`config.mk`:
```
export PLATFORM = sky130hd
export DESIGN_NAME = score_bcd_counter_flat
export DESIGN_NICKNAME = d
export VERILOG_FILES = /design/src/rtl/score_bcd_counter_if.sv /design/src/rtl/score_bcd_counter.sv /design/src/flat_wrapper.sv
export SDC_FILE = /design/constraint.sdc
export NUM_CORES = 1
export LEC_CHECK = 0
export ABC_AREA = 0
export CORE_MARGIN = 3
export CORE_UTILIZATION = 43
export DETAILED_ROUTE_END_ITERATION = 8
export HOLD_SLACK_MARGIN = 0.1
export PLACE_DENSITY = 0.79
export SYNTH_ARGS = -nofsm -noshare
export SYNTH_HDL_FRONTEND = slang
export SYNTH_SLANG_ARGS = --single-unit
export TNS_END_PERCENT = 1
```
`constraint.sdc`:
```
create_clock -name clk -period 2.1 [get_ports clk]
set_clock_uncertainty 0.1 [all_clocks]
set_input_delay 0.42 -clock clk [delete_from_list [all_inputs] [get_ports clk]]
set_output_delay 0.42 -clock clk [all_outputs]
set_load 0.01 [all_outputs]
```
`src/rtl/score_bcd_counter_if.sv`:
```
// ---------------------------------------------------------------------------
// score_bcd_counter_if
//   Bundles the game-control inputs and the score outputs of the BCD score
//   keeper so the game logic and the score block connect through one port.
//
//   Signals
//     clear      game control -> score   synchronous score clear (new game)
//     pause      game control -> score   new hits ignored while high
//     hit        game control -> score   collision level, one hit per rise
//     thous      score -> display        BCD thousands digit
//     huns       score -> display        BCD hundreds digit
//     tens       score -> display        BCD tens digit
//     ones       score -> display        BCD ones digit
//     busy       score -> display        an addition is rippling
//     saturated  score -> display        sticky, score clamped at 9999
//
//   Modports
//     master     the game/control side (drives clear/pause/hit)
//     slave      the score counter itself
// ---------------------------------------------------------------------------
interface score_bcd_counter_if;
  logic       clear;
  logic       pause;
  logic       hit;
  logic [3:0] thous;
  logic [3:0] huns;
  logic [3:0] tens;
  logic [3:0] ones;
  logic       busy;
  logic       saturated;

  modport master (
    output clear, pause, hit,
    input  thous, huns, tens, ones, busy, saturated
  );

  modport slave (
    input  clear, pause, hit,
    output thous, huns, tens, ones, busy, saturated
  );
endinterface

```
`src/rtl/score_bcd_counter.sv`:
```
// ---------------------------------------------------------------------------
// score_bcd_counter
//   Game score keeper for the brick-breaker design. Every rising edge of the
//   collision level adds POINTS to a 4-digit BCD score. The carry ripples one
//   digit per clock through a small FSM, so no wide BCD adder is built; hits
//   that arrive while a ripple is in flight are queued in a saturating
//   pending counter and replayed afterwards.
//
//   Parameters
//     POINTS   BCD points added per hit, legal range 1..9
//     PEND_W   width of the pending-hit counter (saturates at 2**PEND_W-1)
//
//   Ports
//     clk      master clock
//     rst      asynchronous, active-low reset
//     bus      score_bcd_counter_if.slave
//                clear/pause/hit in, thous/huns/tens/ones/busy/saturated out
// ---------------------------------------------------------------------------
module score_bcd_counter #(
  parameter int unsigned POINTS = 1,
  parameter int unsigned PEND_W = 4
) (
  input  logic                clk,
  input  logic                rst,
  score_bcd_counter_if.slave  bus
);

  typedef enum logic [2:0] {
    IDLE,
    ADD_ONES,
    ADD_TENS,
    ADD_HUNS,
    ADD_THOUS
  } state_t;

  localparam logic [PEND_W-1:0] PEND_MAX   = '1;
  localparam logic [PEND_W-1:0] PEND_ONE   = PEND_W'(1);
  localparam logic [3:0]        POINTS4    = 4'(POINTS);
  localparam logic [4:0]        POINTS5    = 5'(POINTS);

  state_t            state;
  state_t            state_next;
  logic              hit_d;
  logic              hit_edge;
  logic [PEND_W-1:0] pending;
  logic [PEND_W-1:0] pending_next;
  logic [3:0]        ones_q;
  logic [3:0]        tens_q;
  logic [3:0]        huns_q;
  logic [3:0]        thous_q;
  logic [3:0]        ones_next;
  logic [3:0]        tens_next;
  logic [3:0]        huns_next;
  logic [3:0]        thous_next;
  logic              sat_q;
  logic              sat_next;
  logic [4:0]        ones_sum;
  logic [3:0]        ones_wrap;

  // A hit counts once per rising edge of the collision level, and only while
  // the game is running; holding hit high therefore scores a single hit.
  assign hit_edge = bus.hit & ~hit_d & ~bus.pause;

  // The ones digit is the only place POINTS is added. The 5-bit sum decides
  // whether a carry is needed; the wrapped value is formed in 4-bit modulo
  // arithmetic, which is exact because the wrapped result is always 0..8.
  assign ones_sum  = {1'b0, ones_q} + POINTS5;
  assign ones_wrap = ones_q + POINTS4 - 4'd10;

  // State, digit, pending and sticky-saturation registers. The hit delay
  // register keeps tracking the input even during clear so that a level held
  // across a clear is not seen as a fresh hit afterwards.
  always_ff @(posedge clk or negedge rst) begin
    if (!rst) begin
      state   <= IDLE;
      hit_d   <= 1'b0;
      pending <= '0;
      ones_q  <= 4'd0;
      tens_q  <= 4'd0;
      huns_q  <= 4'd0;
      thous_q <= 4'd0;
      sat_q   <= 1'b0;
    end else begin
      state   <= state_next;
      hit_d   <= bus.hit;
      pending <= pending_next;
      ones_q  <= ones_next;
      tens_q  <= tens_next;
      huns_q  <= huns_next;
      thous_q <= thous_next;
      sat_q   <= sat_next;
    end
  end

  // Next-state and datapath logic. Clear wins over everything. In IDLE a
  // queued hit is always served before a new edge; if both occur in the same
  // cycle the new edge takes the freed queue slot, so pending is unchanged.
  // Outside IDLE a new edge is queued, and dropped once the queue is full.
  // After saturation the FSM still walks through ADD_ONES so queued hits
  // drain, but the digits are left frozen at 9999.
  always_comb begin
    state_next   = state;
    pending_next = pending;
    ones_next    = ones_q;
    tens_next    = tens_q;
    huns_next    = huns_q;
    thous_next   = thous_q;
    sat_next     = sat_q;

    if (bus.clear) begin
      state_next   = IDLE;
      pending_next = '0;
      ones_next    = 4'd0;
      tens_next    = 4'd0;
      huns_next    = 4'd0;
      thous_next   = 4'd0;
      sat_next     = 1'b0;
    end else begin
      if (state == IDLE) begin
        if (pending != '0) begin
          state_next = ADD_ONES;
          if (!hit_edge) begin
            pending_next = pending - PEND_ONE;
          end
        end else if (hit_edge) begin
          state_next = ADD_ONES;
        end
      end else if (hit_edge && (pending != PEND_MAX)) begin
        pending_next = pending + PEND_ONE;
      end

      case (state)
        ADD_ONES: begin
          if (sat_q) begin
            state_next = IDLE;
          end else if (ones_sum > 5'd9) begin
            ones_next  = ones_wrap;
            state_next = ADD_TENS;
          end else begin
            ones_next  = ones_q + POINTS4;
            state_next = IDLE;
          end
        end
        ADD_TENS: begin
          if (tens_q == 4'd9) begin
            tens_next  = 4'd0;
            state_next = ADD_HUNS;
          end else begin
            tens_next  = tens_q + 4'd1;
            state_next = IDLE;
          end
        end
        ADD_HUNS: begin
          if (huns_q == 4'd9) begin
            huns_next  = 4'd0;
            state_next = ADD_THOUS;
          end else begin
            huns_next  = huns_q + 4'd1;
            state_next = IDLE;
          end
        end
        ADD_THOUS: begin
          if (thous_q == 4'd9) begin
            ones_next  = 4'd9;
            tens_next  = 4'd9;
            huns_next  = 4'd9;
            thous_next = 4'd9;
            sat_next   = 1'b1;
          end else begin
            thous_next = thous_q + 4'd1;
          end
          state_next = IDLE;
        end
        default: begin
        end
      endcase
    end
  end

  // Every output comes straight from a register, so the display never sees
  // combinational glitches; only the busy flag is decoded from the state.
  assign bus.ones      = ones_q;
  assign bus.tens      = tens_q;
  assign bus.huns      = huns_q;
  assign bus.thous     = thous_q;
  assign bus.saturated = sat_q;
  assign bus.busy      = (state != IDLE);

endmodule
```
`src/flat_wrapper.sv`:
```
// flat-port wrapper written by rule: the top's interface ports become plain ports
module score_bcd_counter_flat 
#(
  parameter int unsigned POINTS = 1,
  parameter int unsigned PEND_W = 4
)
  (clk, rst, bus_clear, bus_pause, bus_hit, bus_thous, bus_huns, bus_tens, bus_ones, bus_busy, bus_saturated);
  score_bcd_counter_if bus_i ();
  input  logic clk;
  input  logic rst;
  input wire logic [$bits(bus_i.clear)-1:0] bus_clear;
  input wire logic [$bits(bus_i.pause)-1:0] bus_pause;
  input wire logic [$bits(bus_i.hit)-1:0] bus_hit;
  output wire logic [$bits(bus_i.thous)-1:0] bus_thous;
  output wire logic [$bits(bus_i.huns)-1:0] bus_huns;
  output wire logic [$bits(bus_i.tens)-1:0] bus_tens;
  output wire logic [$bits(bus_i.ones)-1:0] bus_ones;
  output wire logic [$bits(bus_i.busy)-1:0] bus_busy;
  output wire logic [$bits(bus_i.saturated)-1:0] bus_saturated;
  assign bus_i.clear = bus_clear;
  assign bus_i.pause = bus_pause;
  assign bus_i.hit = bus_hit;
  assign bus_thous = bus_i.thous;
  assign bus_huns = bus_i.huns;
  assign bus_tens = bus_i.tens;
  assign bus_ones = bus_i.ones;
  assign bus_busy = bus_i.busy;
  assign bus_saturated = bus_i.saturated;
  score_bcd_counter #(.POINTS(POINTS), .PEND_W(PEND_W)) u_core (.clk(clk), .rst(rst), .bus(bus_i));
endmodule
```
Yosys cells after proc, flatten, opt, wreduce, memory -nomap -nowiden. Cells that the tools add are included. Widths: inputs -> output; s select.

Word-level logic and storage cells: 82. Output and inout bits: 18. Input port bits: 5. Register bits after elaboration: 25.

Reductions and logical operators: 18. Multiplexer cells: 31. Bitwise logic cells: 4. Equal/unequal tests: 12. Add/sub/neg operators: 8. Order comparisons: 1.

Operators by type and width (number): $mux 4 (16); $pmux 4 s2 (3); $add 4x1->4 const B (5); $mux 3 (6); $reduce_bool 3->1 (5); $eq 4x4->1 const B (3); $pmux 3 s4 (1); $ne 3x3->1 const B (3); $reduce_and 2->1 (4); $reduce_bool 7->1 (1); $eq 3x2->1 const B (2); $reduce_and 3->1 (2); $reduce_bool 6->1 (1); $add 4x1->5 const B (1); $gt 5x4->1 const B (1); $mux 2 (2); $ne 4x4->1 const B (1); $reduce_bool 2->1 (2); $reduce_bool 4->1 (1); $sub 4x1->4 const B (1); $sub 4x4->4 const B (1); $eq 3x1->1 const B (1); $eq 3x3->1 const B (1); $logic_not 3->1 (1); 5 further kinds (9).

Depth between registers and ports, before layout.
Depth after elaboration: 8. Depth in mapped cells: 9. Depth with buffers taken out: 9.

Least setup slack after synthesis. OpenSTA, ideal clock, no wires.

Kind: register -> register. Start: register u_core.state[0]. End: register u_core.pending[3]. Required time: 1.922 ns. Buffers on the path: 1. Library setup time: 0.078 ns. Slack: -0.167 ns. Cell stages (with the launch flop): 10. Data arrival time: 2.088 ns. Path through: dfrtp_1 > or3_1 > buf_2 > inv_1 > ha_1 > a21o_1 > a21oi_1 > xnor2_1 > or3_1 > a21oi_1.

Word-level cells in the longest chain between the ends: 3.

RTL lines: start, declared (line score_bcd_counter.sv:41) `state_t state;`; start signal, assigned (line score_bcd_counter.sv:84) `state <= state_next;`; $logic_not 3->1 * (line score_bcd_counter.sv:119) `if (state == IDLE) begin`; $ne 3x3->1 (no line), or another cell as far along; $reduce_and 3->1 (no line) or $mux 4 (tied branches); end signal, assigned (line score_bcd_counter.sv:86) `pending <= pending_next;`; end, declared (line score_bcd_counter.sv:45) `logic [PEND_W-1:0] pending;`.

Mark *: on every way between the ends. The rest lies on a longest branch, timed or not. A chain may end at the register's enable or synchronous reset.

Worst setup path in the final report.
Start: register u_core.state[1]. End: register u_core.pending[3].

Same word-level chain as after synthesis.

==> impl_metrics.py <==
metrics = {
    "grt": {
        "grt_max_degree": 26,
        "grt_pass1_vias": 1309,
        "grt_use_total_pct": 16.06,
        "antenna_found_initial": 0,
        "grt_overflow": 0,
        "grt_pass1_wl_mm": 5.733,
    },
    "yosys": {
        "syn_area_mm2": 0.001652,
        "synth_adder_area_share_pct": 10.30,
        "synth_seq_area_share_pct": 37.88,
        "syn_area_per_cell_um2": 9.331,
        "syn_inst": 177,
        "muxShareOfSynthArea_pct": 1.818,
        "postSynthRegisterBits": 25,
        "synth_warnings": 0,
        "synth-simple-area-share_pct": 24.92,
        "synth_compound_area_share_pct": 17.05,
        "synthFlopType": "dfrtp_1",
        "synth_edf_count": 0,
        "synth-xor-area-share_pct": 3.712,
        "synth_top_family_by_area": "simple AND/OR/NAND/NOR gates",
        "ys_types": 46,
        "async_flop_share_pct": 100.0,
        "synthesis.nets": 195,
    },
    "final_layout": {
        "n_fill_cell": 316,
        "utilization_pct": 61.12,
        "final_common_cell": "dfrtp_1",
        "multiInputGateArea_um2": 997.2,
        "layout-drive-gt1-share_pct": 20.64,
        "n_antenna_cell": 0,
        "final-seq-area_um2": 626.9,
        "final_cell_mix": "dfrtp_1 (24), buf_4 (22), clkdlybuf4s50_1 (21)",
        "syn_to_final_growth_pct": 30.30,
        "num-nets-final": 237,
    },
    "clock_tree": {
        "insertion_delay_ns": 0.26,
        "cts_buffers": 3,
        "cts-root-buf": "clkbuf_8",
        "clk_path_buf_depth": 2,
        "h-tree-depth": 1,
        "path_clk_slew_ns": 0.09,
        "cts_hold_buf": 0,
        "clock_sinks": 25,
        "cts_tree": "done",
    },
    "setup_path": {
        "crit_path_top_delay_cell": "or3_4",
        "path_class": "register to register",
        "reg2reg_to": "u_core.pending[3]$_DFFE_PN0P_",
        "worstPathArrival_ns": 2.22,
        "reg2reg_slack_ns": -0.02,
        "crit_path_end_kind": "register",
        "rr_worst_depth": 8,
        "start_kind": "register",
        "r2r_start": "u_core.state[1]$_DFFE_PN0P_",
        "cp.required_ns": 2.20,
        "worst_path_largest_cell_delay_ns": 0.41,
        "crit_fanout": 2,
        "cp_cell_sequence": "or3_4, inv_4, ha_4, a21o_1, a21oi_2, xnor2_1, or3_1, a21oi_1",
    },
    "drt": {
        "drt-vias-per-instance": 5.212,
        "routed_wl_mm": 3.402,
        "wire_per_inst_um": 12.89,
        "vias": 1376,
        "drt-initial-drc-count": 88,
        "dr.max_layer_used": "met4",
        "met3_length_um": 102,
        "drcViolationCount": 0,
        "met2_length_mm": 1.635,
        "dr.pass1.iters": 4,
        "drtAntennaViolNets": 0,
        "wl_met1_mm": 1.651,
    },
    "pwr": {
        "p_clk_share_pct": 16.3,
        "p_total_mw": 1.707,
        "seqPwrFrac_pct": 34.7,
        "p_int_mw": 1.110,
        "p_comb_share_pct": 48.9,
        "cellLeakagePower_nw": 0.9152,
        "switching_share_pct": 34.99,
        "powerDensity_mw_per_mm2": 793.1,
        "switchingPower_mw": 0.5973,
        "ir_drop_mv": 0.4560,
    },
    "timing": {
        "maxSlewViolCount": 0,
        "worstMarginPinSlew_ns": 0.3967,
        "max_freq_ghz": 0.4715,
        "hold_viol": 0,
        "fin_crit_sh_pct": 101.0,
        "hold_ws_ns": 0.4182,
        "fin_crit_ns": 2.121,
        "max_slew_margin_pct": 73.41,
        "fin_setup_tns_ns": -0.02102,
        "worst_slack_ns": -0.02102,
        "setup_viol": 1,
        "rsz0062_at_grt": "true",
    },
    "floorplan": {
        "ios": 23,
        "fp.coreArea_mm2": 0.003521,
        "fp-row-count": 21,
        "initial_core_util_pct": 46.91,
        "die_w_um": 67.98,
        "dieArea_mm2": 0.004621,
        "die_h_um": 67.98,
    },
    "run_status": {
        "status": "complete, but fails checks",
        "violations": "negative setup slack",
    },
    "place": {
        "place.gp.congestion": 0.7987,
        "io_buffers": 22,
        "hpwlAfterDp_mm": 2.574,
        "place_ws_ns": -0.02886,
    },
    "flow_run": {
        "maxCapViolCount": 0,
    },
    "hold_path": {
        "hp-class": "primary input to async pin",
    },
}
==> power by group through the flow <==
stage	sequential (mW)	combinational (mW)	clock (mW)
6_report	0.593	0.835	0.279
5_1_grt	0.602	0.931	0.311
4_1_cts	0.592	0.793	0.291
3_5_place_dp	0.602	0.782	0
3_3_place_gp	0.599	0.755	0
2_1_floorplan	0.612	0.509	0
==> per-stage QoR <==
| step | cell area, um2 | cells |
|---|---|---|
| floorplan | 1687 | 177 |
| global placement | 2074 | 258 |
| detailed placement | 2074 | 258 |
| CTS | 2125 | 262 |
| global route | 2152 | 264 |
| finish | 2152 | 264 |
==> worst max-delay path by stage <==
stage	from	to	slack (ns)	cells after the start
after floorplan	u_core.state[0]$_DFFE_PN0P_	u_core.pending[3]$_DFFE_PN0P_	-0.01	9
after CTS	u_core.state[2]$_DFFE_PN0P_	u_core.pending[3]$_DFFE_PN0P_	-0.01	8
after global placement	bus_hit	u_core.pending[2]$_DFFE_PN0P_	-0.003	7
final	u_core.state[1]$_DFFE_PN0P_	u_core.pending[3]$_DFFE_PN0P_	-0.02	8
after detailed placement	u_core.state[2]$_DFFE_PN0P_	u_core.pending[3]$_DFFE_PN0P_	-0.03	8
after global routing	u_core.state[1]$_DFFE_PN0P_	u_core.pending[3]$_DFFE_PN0P_	-0.08	8
==> registers in the layout (all words and copies together) (netlist names) <==
| name | count |
|---|---|
| u_core.bus.huns | 4 |
| u_core.hit_d | 1 |
| u_core.bus.tens | 4 |
| u_core.bus.ones | 4 |
| u_core.state | 3 |
| u_core.bus.saturated | 1 |
| u_core.bus.thous | 4 |
| u_core.pending | 4 |
==> synth_stat cells, types with 2 or more instances <==
library cell   n  area [um2]
inv_1         10       37.54
o21ai_0       13       65.06
a22oi_1        2       15.01
nand2b_1       3       18.77
nor3_1         5       25.02
nor3b_1        4       30.03
nand3_1        5       25.02
nand4_1        3       18.77
nand3b_1       2       15.01
dfrtp_1       25       625.6
xnor2_1        6       52.55
nand2_1       12       45.04
a21oi_1       10       50.05
or3_1          3       18.77
mux2i_1        3       30.03
a211oi_1       3       22.52
nor2_1        18       67.56
buf_2          3       15.01
and2b_1        2       15.01
a21o_1         2       15.01
clkbuf_1       3       11.26
a22o_1         3       26.28
ha_1          12       150.1
o21ai_1        3       15.01
==> area by class of cell <==
class / count / share of cell area [%]
Timing Repair Buffer: 44 / 17.85
Inverter: 10 / 1.860
Clock inverter: 1 / 0.2326
Clock buffer: 3 / 1.919
Tap cell: 46 / 2.674
Sequential cell: 25 / 29.13
Multi-Input combinational cell: 135 / 46.34
==> critical path: cells and delay by family, from the launching register on <==
family,cells,cell delay (ns)
buf+inv,1,0.07
fa+ha+maj,1,0.18
flops,1,0.39
compound gates,3,0.47
simple gates,2,0.75
xor+xnor,1,0.09
==> per-layer routing <==
metal  vias to the layer above  global-route usage [%]
li1                        714                       -
met3                         2                   3.120
met1                       640                   20.71
met2                        20                   27.92
met4                         0                   2.978
met5                         -                       0
==> repair_timing <==
| action | CTS | global route |
|---|---|---|
| gates resized for setup | 3 | 3 |
| setup buffers | 0 | 2 |
| pin swaps | 1 | 5 |
| endpoints found under the setup margin | 3 | 3 |
==> kinds of logic (layout without fill, tap and decap cells) <==
kind of cell | count (synthesis) | count (layout)
simple gates | 69 | 69
compound gates | 43 | 43
flops | 25 | 25
buf+inv | 17 | 58
fa+ha+maj | 13 | 13
xor+xnor | 7 | 7
mux | 3 | 3
Note: power is estimated with default switching activity, not from simulation.
